<file path="config.mk">
export PLATFORM = sky130hd
export DESIGN_NAME = traffic_phase_controller
export DESIGN_NICKNAME = d
export VERILOG_FILES = /design/src/rtl/traffic_pkg.sv /design/src/rtl/tick_prescaler.sv /design/src/rtl/traffic_phase_controller.sv
export SDC_FILE = /design/constraint.sdc
export NUM_CORES = 1
export LEC_CHECK = 0
export CAP_MARGIN = 15
export CORE_MARGIN = 1.5
export CORE_UTILIZATION = 40
export DETAILED_ROUTE_END_ITERATION = 6
export GPL_TIMING_DRIVEN = 0
export SLEW_MARGIN = 15
export SYNTH_ARGS = -nofsm -noshare
export SYNTH_HDL_FRONTEND = slang
export SYNTH_SLANG_ARGS = --single-unit
</file>
<file path="constraint.sdc">
create_clock -name clk -period 4.6 [get_ports clk]
set_clock_uncertainty 0.2 [all_clocks]
set_input_delay 0.69 -clock clk [delete_from_list [all_inputs] [get_ports clk]]
set_output_delay 0.69 -clock clk [all_outputs]
set_load 0.05 [all_outputs]
</file>
<file path="src/rtl/traffic_pkg.sv">
// Shared lamp codes, controller state encoding and round-robin approach selection
// for the traffic phase controller.
package traffic_pkg;

  localparam logic [2:0] LT_RED = 3'b100;
  localparam logic [2:0] LT_YEL = 3'b010;
  localparam logic [2:0] LT_GRN = 3'b001;

  localparam int MAX_APPR = 32;

  typedef enum logic [1:0] {
    ST_GREEN  = 2'd0,
    ST_YELLOW = 2'd1,
    ST_ALLRED = 2'd2
  } state_t;

  // The current approach is never re-selected, so a held side sensor falls back to main first.
  function automatic int unsigned next_pending(input logic [MAX_APPR-1:0] pend,
                                               input int unsigned n,
                                               input int unsigned act);
    int unsigned idx;
    int unsigned sel;
    logic        found;
    sel   = 0;
    found = 1'b0;
    for (int unsigned i = 1; i < MAX_APPR; i++) begin
      if (i < n) begin
        idx = act + i;
        if (idx >= n) begin
          idx = idx - n;
        end
        if (!found && (idx != 0) && pend[idx[4:0]]) begin
          sel   = idx;
          found = 1'b1;
        end
      end
    end
    return sel;
  endfunction

endpackage

</file>
<file path="src/rtl/tick_prescaler.sv">
// Divides clk down to a single-cycle timing tick every TICK_DIV cycles.
module tick_prescaler #(
  parameter int TICK_DIV = 1
) (
  input  logic clk,
  input  logic reset,
  output logic tick
);

  localparam int PW = (TICK_DIV > 1) ? $clog2(TICK_DIV) : 1;
  localparam logic [PW-1:0] LAST = PW'(TICK_DIV - 1);

  logic [PW-1:0] r_cnt;

  always_ff @(posedge clk) begin
    if (reset) begin
      r_cnt <= '0;
    end else if (r_cnt == LAST) begin
      r_cnt <= '0;
    end else begin
      r_cnt <= r_cnt + PW'(1);
    end
  end

  assign tick = (r_cnt == LAST);

endmodule

</file>
<file path="src/rtl/traffic_phase_controller.sv">
// Sensor-actuated N-approach traffic controller: main road rests green, side roads are
// served round-robin with min/max green, fixed yellow and all-red, and main-road pre-empt.
module traffic_phase_controller
  import traffic_pkg::*;
#(
  parameter int N_APPR    = 2,
  parameter int TICK_DIV  = 1,
  parameter int GREEN_MIN = 4,
  parameter int GREEN_MAX = 8,
  parameter int YELLOW_T  = 2,
  parameter int ALLRED_T  = 1,
  parameter int CNT_W     = 8
) (
  input  logic                      clk,
  input  logic                      reset,
  input  logic [N_APPR-1:0]         sensor,
  input  logic                      preempt,
  output logic [3*N_APPR-1:0]       lights,
  output logic [$clog2(N_APPR)-1:0] active,
  output logic [1:0]                phase
);

  localparam int AW = $clog2(N_APPR);
  localparam logic [CNT_W-1:0] C_GMIN = CNT_W'(GREEN_MIN - 1);
  localparam logic [CNT_W-1:0] C_GMAX = CNT_W'(GREEN_MAX - 1);
  localparam logic [CNT_W-1:0] C_YEL  = CNT_W'(YELLOW_T - 1);
  localparam logic [CNT_W-1:0] C_AR   = CNT_W'(ALLRED_T - 1);

  state_t              r_state;
  state_t              w_next_state;
  logic [AW-1:0]       r_active;
  logic [AW-1:0]       w_next_active;
  logic [CNT_W-1:0]    r_cnt;
  logic [N_APPR-1:0]   r_pend;
  logic [N_APPR-1:0]   w_pend_next;
  logic [3*N_APPR-1:0] r_lights;
  logic                w_tick;
  logic                w_trans;
  logic                w_side_pend;

  function automatic logic [3*N_APPR-1:0] lamps(input state_t st, input logic [AW-1:0] act);
    logic [3*N_APPR-1:0] v;
    logic [2:0]          code;
    case (st)
      ST_GREEN:  code = LT_GRN;
      ST_YELLOW: code = LT_YEL;
      default:   code = LT_RED;
    endcase
    for (int k = 0; k < N_APPR; k++) begin
      v[3*k +: 3] = (act == AW'(k)) ? code : LT_RED;
    end
    return v;
  endfunction

  tick_prescaler #(.TICK_DIV(TICK_DIV)) u_tick (
    .clk   (clk),
    .reset (reset),
    .tick  (w_tick)
  );

  assign w_side_pend = |r_pend[N_APPR-1:1];

  always_ff @(posedge clk) begin
    if (reset) begin
      r_state  <= ST_GREEN;
      r_active <= '0;
    end else begin
      r_state  <= w_next_state;
      r_active <= w_next_active;
    end
  end

  always_comb begin
    w_next_state  = r_state;
    w_next_active = r_active;
    w_trans       = 1'b0;
    case (r_state)
      ST_GREEN: begin
        if (!w_tick) begin
          w_trans = 1'b0;
        end else if (r_active == '0) begin
          w_trans = (r_cnt >= C_GMIN) && w_side_pend && !preempt;
        end else begin
          w_trans = preempt || (r_cnt == C_GMAX) || ((r_cnt >= C_GMIN) && !sensor[r_active]);
        end
        if (w_trans) begin
          w_next_state = ST_YELLOW;
        end else begin
          w_next_state = ST_GREEN;
        end
      end
      ST_YELLOW: begin
        if (w_tick && (r_cnt == C_YEL)) begin
          w_trans      = 1'b1;
          w_next_state = ST_ALLRED;
        end else begin
          w_next_state = ST_YELLOW;
        end
      end
      ST_ALLRED: begin
        if (w_tick && (r_cnt == C_AR)) begin
          w_trans      = 1'b1;
          w_next_state = ST_GREEN;
          if (preempt) begin
            w_next_active = '0;
          end else begin
            w_next_active = AW'(next_pending(MAX_APPR'(r_pend), N_APPR, 32'(r_active)));
          end
        end else begin
          w_next_state = ST_ALLRED;
        end
      end
      default: begin
        w_trans       = 1'b1;
        w_next_state  = ST_GREEN;
        w_next_active = '0;
      end
    endcase
  end

  always_ff @(posedge clk) begin
    if (reset) begin
      r_cnt <= '0;
    end else if (w_trans) begin
      r_cnt <= '0;
    end else if (w_tick && (r_cnt != {CNT_W{1'b1}})) begin
      r_cnt <= r_cnt + CNT_W'(1);
    end
  end

  // A request raised during its own yellow/all-red survives the clear at its green entry.
  always_comb begin
    w_pend_next    = r_pend | sensor;
    w_pend_next[0] = 1'b0;
    if (w_trans && (w_next_state == ST_GREEN)) begin
      for (int k = 1; k < N_APPR; k++) begin
        if (w_next_active == AW'(k)) begin
          w_pend_next[k] = sensor[k] && (r_active == AW'(k)) && (r_state != ST_GREEN);
        end
      end
    end
  end

  always_ff @(posedge clk) begin
    if (reset) begin
      r_pend   <= '0;
      r_lights <= lamps(ST_GREEN, '0);
    end else begin
      r_pend   <= w_pend_next;
      r_lights <= lamps(w_next_state, w_next_active);
    end
  end

  assign lights = r_lights;
  assign active = r_active;
  assign phase  = r_state;

endmodule

</file>
==> results by group, run 1 <==
Run status
  – Status: completed

Floorplan
  – Site Rows: 18
  – I/O pin cnt: 14
  – Die area: ~2900 µm²
  – Core area: 2450 µm²
  – Die H: 53.7 µm
  – Die width: 53.7 µm
  – Starting density of the core: a little over two fifths

Cells and area
  – Area grow syn2layout: 17.0%
  – Commonest cells after routing, fill and taps aside: dfxtp_1, clkdlybuf4s50_1, inv_1, nor3_1, nand2_1
  – # diodes: 0
  – Most common cell after layout, fill and taps aside: dfxtp_1
  – Final nets: 129
  – Layout cell share with drive strength beyond 1: 12.5%
  – Final core occ: between 40% and 50%

GRT
  – Largest net degree at the start of global routing: 12
  – First-pass GRT wire length: 3550 µm
  – Vias in the first global route: 742
  – Total gr overflow: 0
  – Antenna violations before repair: 0
  – GR Util All Layers: 17.7%

Clock network
  – Post-CTS sizing: 0
  – Hold Buf Count CTS: 0
  – Post-CTS Setup Inserts: 0
  – CTS sink cnt: 19
  – Max Root-Sink Buffers: 2
  – H-Tree Depth: 1
  – Clock root cell: clkbuf_4
  – CTS clk-pin slew, worst paths: 0.11 ns
  – CTS Buf Count: 3
  – CTS tree: done
  – Clock Latency Late Sink: 0.31 ns

Yosys
  – Cell count after synthesis: approximately 110
  – Synth async-reset ratio: 0%
  – Synth unique cells: 51
  – Syn avg cell area: 9.80 µm²
  – Synth Register Bits: 19
  – Yosys warnings: 0
  – Synthesized area: 1030 µm²
  – Syn Nets: 113
  – Sequential-to-total area share from yosys stat: 37.0%
  – Primary FF master, synth: dfxtp_1
  – Post-synth EDFFs: 0

Flow run
  – Max-cap violation count: 0

Drt
  – Routed length per placed instance: 14.5 µm
  – DRT Pass-1 Iters: 4
  – Residual DRC: 0
  – Routed vias: 850
  – Post-route ant nets: 0
  – Vias per cell: 5.67
  – Post-Route WL: 2170 µm
  – DR iter-0 viols: 12

Timing
  – Count of final max-slew check failures: 0
  – Worst setup margin: 2.08 ns
  – Tmin final: 2.52 ns
  – Final hold slack: 0.326 ns
  – Rel. slew slack: 63.6%
  – Post-route setup TNS: 0 ns
  – Actual slew at the worst max-slew pin: between 0.5 and 0.6 ns
  – F_max: approximately 400 MHz
  – Setup violations, final: 0
  – Fin. Hold Viols: 0
  – RSZ-0062 raised after global routing: false
  – Tcrit/Tclk final: roughly 55%

Place
  – IO Port Bufs: 11
  – Final GP Congestion: 0.760
  – Detail Placement HPWL: around 1600 µm
  – Setup WS pre-CTS: about 1.8 ns

Pwr
  – Total chip power: 0.000289 W
  – Pwr per Cell Area: 240 nW/µm²
  – VDD IR max: 0.196 mV
  – Leakage: 0.437 nW

Setup path
  – WP data arrival: around 1.6 ns
  – Slowest-stage cell, CP: clkdlybuf4s50_1
  – Critical Path Stages: 1
  – Crit-path max cell delay: 0.85 ns
  – Endpoint required time on the critical path: 3.71 ns
  – Worst-case reg-to-reg path depth: 4
  – Worst Setup End Kind: primary output
  – WS Path Type: reg -> out
  – Startpoint Class: register
  – Critical Path, Cell by Cell: clkdlybuf4s50_1
  – Worst-path maximum fanout: 7
  – WP buf/inv: 1
  – Delay-heaviest family, CP: buffers and inverters

Worst hold path
  – Hold Path Depth: 1
  – HP Class: reg -> reg
layout make-up:
cell class	instances	area, µm²
tap	30	37.5
inverter	7	26.3
fill	234	1250
sequential	19	380
clock buffer	3	22.5
clock inverter	1	5.00
timing repair buffer	11	110
multi-input combinational	75	576
buffer	4	46.3
sequential cells by signal, summed over array words and instances, names as in the netlist:
signal,flops
active,1
phase,2
r_cnt,8
r_pend,1
u_tick.r_cnt,1
lights,6
cells in the mapped netlist (2+ instances only):
cell | number | area [µm²]
nor3b_1 | 2 | 15.0
dfxtp_1 | 19 | 380
o21ai_0 | 2 | 10.0
nor3_1 | 7 | 35.0
nor2b_1 | 3 | 18.8
a21oi_1 | 2 | 10.0
o211ai_1 | 2 | 15.0
mux2i_1 | 2 | 20.0
inv_1 | 7 | 26.3
nor2_1 | 3 | 11.3
nor4_1 | 3 | 18.8
nand2_1 | 6 | 22.5
xor2_1 | 2 | 17.5
buf_6 | 2 | 22.5
nand3_1 | 3 | 15.0
xnor2_1 | 2 | 17.5
ha_1 | 3 | 37.5
nand4_1 | 2 | 12.5
stage by stage:
stage | std cells | instance area (µm²)
final | 150 | 1200
after global routing | 150 | 1200
after CTS | 150 | 1200
after detailed placement | 146 | 1180
after global placement | 146 | 1180
after floorplan | 105 | 1030
layer usage:
layer | GRT usage (%) | vias up | wire length, µm
met2 | 27.0 | 21 | 995
met3 | 4.44 | 5 | 98
met4 | 7.69 | 0 | 40
li1 | - | 420 | -
met1 | 23.4 | 404 | 1040
met5 | 0 | - | 0
report_power, final:
group | switching (W) | internal, W | leakage (nW)
sequential | 0.00000363 | 0.000168 | 0.154
clock | 0.0000556 | 0.0000325 | 0.0177
combinational | 0.0000159 | 0.0000130 | 0.265
total | 0.0000751 | 0.000213 | 0.437
final timing paths:
check / to / slack, ns / from
hold / removal: r_pend[1]$_SDFF_PP0_ / 0.33 / r_pend[1]$_SDFF_PP0_
hold reg to reg: r_pend[1]$_SDFF_PP0_ / 0.33 / r_pend[1]$_SDFF_PP0_
setup / recovery: active / 2.08 / active$_SDFF_PP0_
setup reg to reg: r_cnt[3]$_SDFFE_PP0P_ / 2.31 / r_cnt[7]$_SDFFE_PP0P_
cell families after synthesis:
group | synth area share [%]
AOI/OAI and AO/OA | 21.5
muxes | 1.95
other | 0.365
DFF | 37.0
adders and majority gates | 3.65
and+or+nand+nor | 25.1
buffers and inverters | 7.06
xor gates and xnor gates | 3.41
Power figures use the tool's default switching activity.
==> run 2: changes to the inputs <==
==> constraint.sdc (replaced) <==
create_clock -name clk -period 2.52 [get_ports clk]
set_clock_uncertainty 0.2 [all_clocks]
set_input_delay 0.378 -clock clk [delete_from_list [all_inputs] [get_ports clk]]
set_output_delay 0.378 -clock clk [all_outputs]
set_load 0.05 [all_outputs]
==> results of run 2 <==
The final DEF is identical to that of run 1. Status: completed.
Main changes from that run: setup slack after placement 1.83 ns -> 0.0613 ns; clock-pin slew on the worst setup and hold paths 0.11 ns -> 0.12 ns; setup slack after layout 2.08 ns -> 0.232 ns; hold slack 0.326 ns -> 0.316 ns; start point of the critical path active$_SDFF_PP0_ -> r_cnt[7]$_SDFFE_PP0P_; end point of the critical path active -> r_cnt[3]$_SDFFE_PP0P_; register-to-register setup slack 2.31 ns -> 0.23 ns; end point of the worst hold path r_pend[1]$_SDFF_PP0_ -> lights[2]$_SDFF_PP0_; total power 0.000289 W -> 0.000527 W; worst IR drop on VDD 0.196 mV -> 0.358 mV
==> run 3: changes to the inputs <==
--- a/config.mk
+++ b/config.mk
@@ -10,6 +10,7 @@
 export CORE_UTILIZATION = 40
 export DETAILED_ROUTE_END_ITERATION = 6
 export GPL_TIMING_DRIVEN = 0
+export REMOVE_ABC_BUFFERS = 1
 export SLEW_MARGIN = 15
 export SYNTH_ARGS = -nofsm -noshare
 export SYNTH_HDL_FRONTEND = slang
==> run 3 against run 2 <==
Compared with the run above:
- flip-flop and latch count stayed put
- final cell count is 2.0% lower
- routed wire length is 9.2% lower
- largest cell class unchanged
- die area stayed put
==> results by group, run 3 (same netlist as run 1, synthesis figures left out) <==
Clock network
  – H-Tree Depth: 1 (unchanged)
  – Clock root cell: clkbuf_4 (unchanged)
  – CTS clk-pin slew, worst paths: 0.11 ns (was 0.12 ns)
  – CTS tree: done (unchanged)
  – Max Root-Sink Buffers: 2 (unchanged)
  – CTS sink cnt: 19 (unchanged)
  – CTS Buf Count: 3 (unchanged)
  – Clock Latency Late Sink: 0.29 ns (was 0.31 ns)
  – Hold Buf Count CTS: 0 (unchanged)
  – Post-CTS sizing: 0 (unchanged)
  – Post-CTS Setup Inserts: 0 (unchanged)

Cells and area
  – Most common cell after layout, fill and taps aside: dfxtp_1 (unchanged)
  – Commonest cells after routing, fill and taps aside: dfxtp_1, clkdlybuf4s50_1, inv_1, nor3_1, nand2_1 (unchanged)
  – Layout cell share with drive strength beyond 1: 9.40% (was 12.5%)
  – Area grow syn2layout: 13.4% (was 17.0%)
  – Post-route design area: 1170 µm² (was 1200 µm²)
  – # diodes: 0 (unchanged)
  – Max reg flops: 8 (unchanged)
  – Reg with most FFs: r_cnt (unchanged)
  – Final nets: 126 (was 129)
  – Fin cells: 147 (was 150)

Pwr
  – Combinational Power Share: 9.3% (was 10.0%)
  – Total net switching power: 0.000124 W (was 0.000137 W)
  – Leakage: 0.414 nW (was 0.437 nW)
  – Sequential fraction of design power: 61.4% (was 59.5%)
  – Clock share of power: 29.3% (was 30.5%)
  – Pwr per Cell Area: 440 nW/µm² (was 438 nW/µm²)
  – Total chip power: 0.000514 W (was 0.000527 W)
  – Net Sw Frac: 24.2% (was 26.0%)
  – VDD IR max: 0.255 mV (was 0.358 mV)
  – Pint: 0.000390 W (about the same)

Setup path
  – Crit-path max cell delay: 0.58 ns (about the same)
  – Reg-to-reg critical path startpoint: r_cnt[7]$_SDFFE_PP0P_ (unchanged)
  – WP data arrival: 2.28 ns (was 2.27 ns)
  – Delay-heaviest family, CP: simple AND/OR/NAND/NOR gates (unchanged)
  – Worst Setup End Kind: register (unchanged)
  – Crit. Startpoint: r_cnt[7]$_SDFFE_PP0P_ (unchanged)
  – Startpoint Class: register (unchanged)
  – Endpoint required time on the critical path: 2.49 ns (was 2.51 ns)
  – Critical Path, Cell by Cell: or4_4, nor4_1, a221o_1, nor3_1 (unchanged)
  – WS Path Type: reg -> reg (unchanged)
  – WP buf/inv: 0 (unchanged)
  – Slowest-stage cell, CP: or4_4 (unchanged)
  – Worst-path maximum fanout: 8 (unchanged)

GRT
  – Largest net degree at the start of global routing: 11 (was 12)
  – Vias in the first global route: 730 (was 742)
  – GR Util All Layers: 16.2% (was 17.7%)
  – Antenna violations before repair: 0 (unchanged)
  – First-pass GRT wire length: 3420 µm (was 3550 µm)
  – Total gr overflow: 0 (unchanged)

Drt
  – Routed vias: 827 (was 850)
  – Residual DRC: 0 (unchanged)
  – Post-Route WL: 1970 µm (was 2170 µm)
  – Vias per cell: 5.63 (was 5.67)
  – Routed length per placed instance: 13.4 µm (was 14.5 µm)
  – Post-route ant nets: 0 (unchanged)
  – DRT Pass-1 Iters: 4 (unchanged)
  – DR iter-0 viols: 16 (was 12)

Place
  – Setup WS pre-CTS: -0.287 ns (was 0.0613 ns)
  – Detail Placement HPWL: 1460 µm (was 1590 µm)
  – Placed inst area: 1140 µm² (was 1180 µm²)
  – IO Port Bufs: 12 (was 11)
  – Placed Cells: 143 (was 146)
  – Final GP Congestion: 0.811 (was 0.760)

Floorplan
  – Core area: 2450 µm² (unchanged)
  – Starting density of the core: 41.9% (unchanged)
  – Die area: 2880 µm² (unchanged)
  – Die H: 53.7 µm (unchanged)
  – Die width: 53.7 µm (unchanged)
  – Site Rows: 18 (unchanged)
  – I/O pin cnt: 14 (unchanged)

Timing
  – Tcrit/Tclk final: 91.7% (was 90.8%)
  – Count of final max-slew check failures: 0 (unchanged)
  – RSZ-0062 raised after global routing: false (unchanged)
  – Actual slew at the worst max-slew pin: 0.573 ns (was 0.532 ns)
  – Post-route setup TNS: 0 ns (unchanged)
  – Worst setup margin: 0.209 ns (was 0.232 ns)
  – Tmin final: 2.31 ns (was 2.29 ns)
  – Setup violations, final: 0 (unchanged)
  – Fin. Hold Viols: 0 (unchanged)
  – Rel. slew slack: 60.8% (was 63.6%)
  – F_max: 433 MHz (was 437 MHz)

Flow run
  – Max-cap violation count: 0 (unchanged)

Worst hold path
  – Hold path start: r_pend[1]$_SDFF_PP0_ (was reset)
  – HP Class: reg -> reg (was in -> reg)

Run status
  – Status: completed (unchanged)
run 3: cell types whose count changed in the layout (fill, tap and decap cells not counted):
cell / before / now
clkbuf_1: 0 / 1
clkdlybuf4s50_1: 11 / 12
clkbuf_8: 1 / 0
clkinv_2: 1 / 0
o221a_1: 1 / 0
buf_6: 2 / 0
clkdlybuf4s25_2: 1 / 0
o221a_2: 0 / 1
run 3: layout make-up:
| type | count | area [µm²] |
|---|---|---|
| Clock buffer | 4 | 26.3 |
| Fill cell | 236 | 1290 |
| Inverter | 7 | 26.3 |
| Multi-Input combinational cell | 75 | 576 |
| Sequential cell | 19 | 380 |
| Tap cell | 30 | 37.5 |
| Timing Repair Buffer | 12 | 120 |
run 3: worst paths after layout:
kind              cells past startpoint  slack, ns                    end
hold reg to reg                       1       0.34   r_pend[1]$_SDFF_PP0_
setup reg to reg                      4       0.21  r_cnt[3]$_SDFFE_PP0P_
hold / removal                        1       0.34   r_pend[1]$_SDFF_PP0_
setup / recovery                      4       0.21  r_cnt[3]$_SDFFE_PP0P_
run 3: power by group through the flow:
stage	Combinational [W]	Clock (W)	Sequential, W
after global routing	0.0000538	0.000179	0.000317
final	0.0000476	0.000151	0.000315
after global placement	0.0000472	0	0.000322
after floorplan	0.0000322	0	0.000320
after detailed placement	0.0000480	0	0.000322
after CTS	0.0000482	0.000162	0.000316
run 3: metrics by stage:
step	util, %	hold slack (ns)
2_1_floorplan	-	0.247
6_report	47.5	0.336
5_1_grt	47.5	0.359
3_5_place_dp	46.4	0.308
4_1_cts	47.5	0.342
3_3_place_gp	46.4	0.294
run 3: per-layer routing:
metal  track usage [%]  share of wire (%)  wire (µm)  vias up
met4              6.41               0.51         10        0
met2              23.2                 46        906        9
met3              3.61                3.4         68        2
met1              23.4                 50        987      392
met5                 0                  0          0        -
li1                  -                  -          -      424
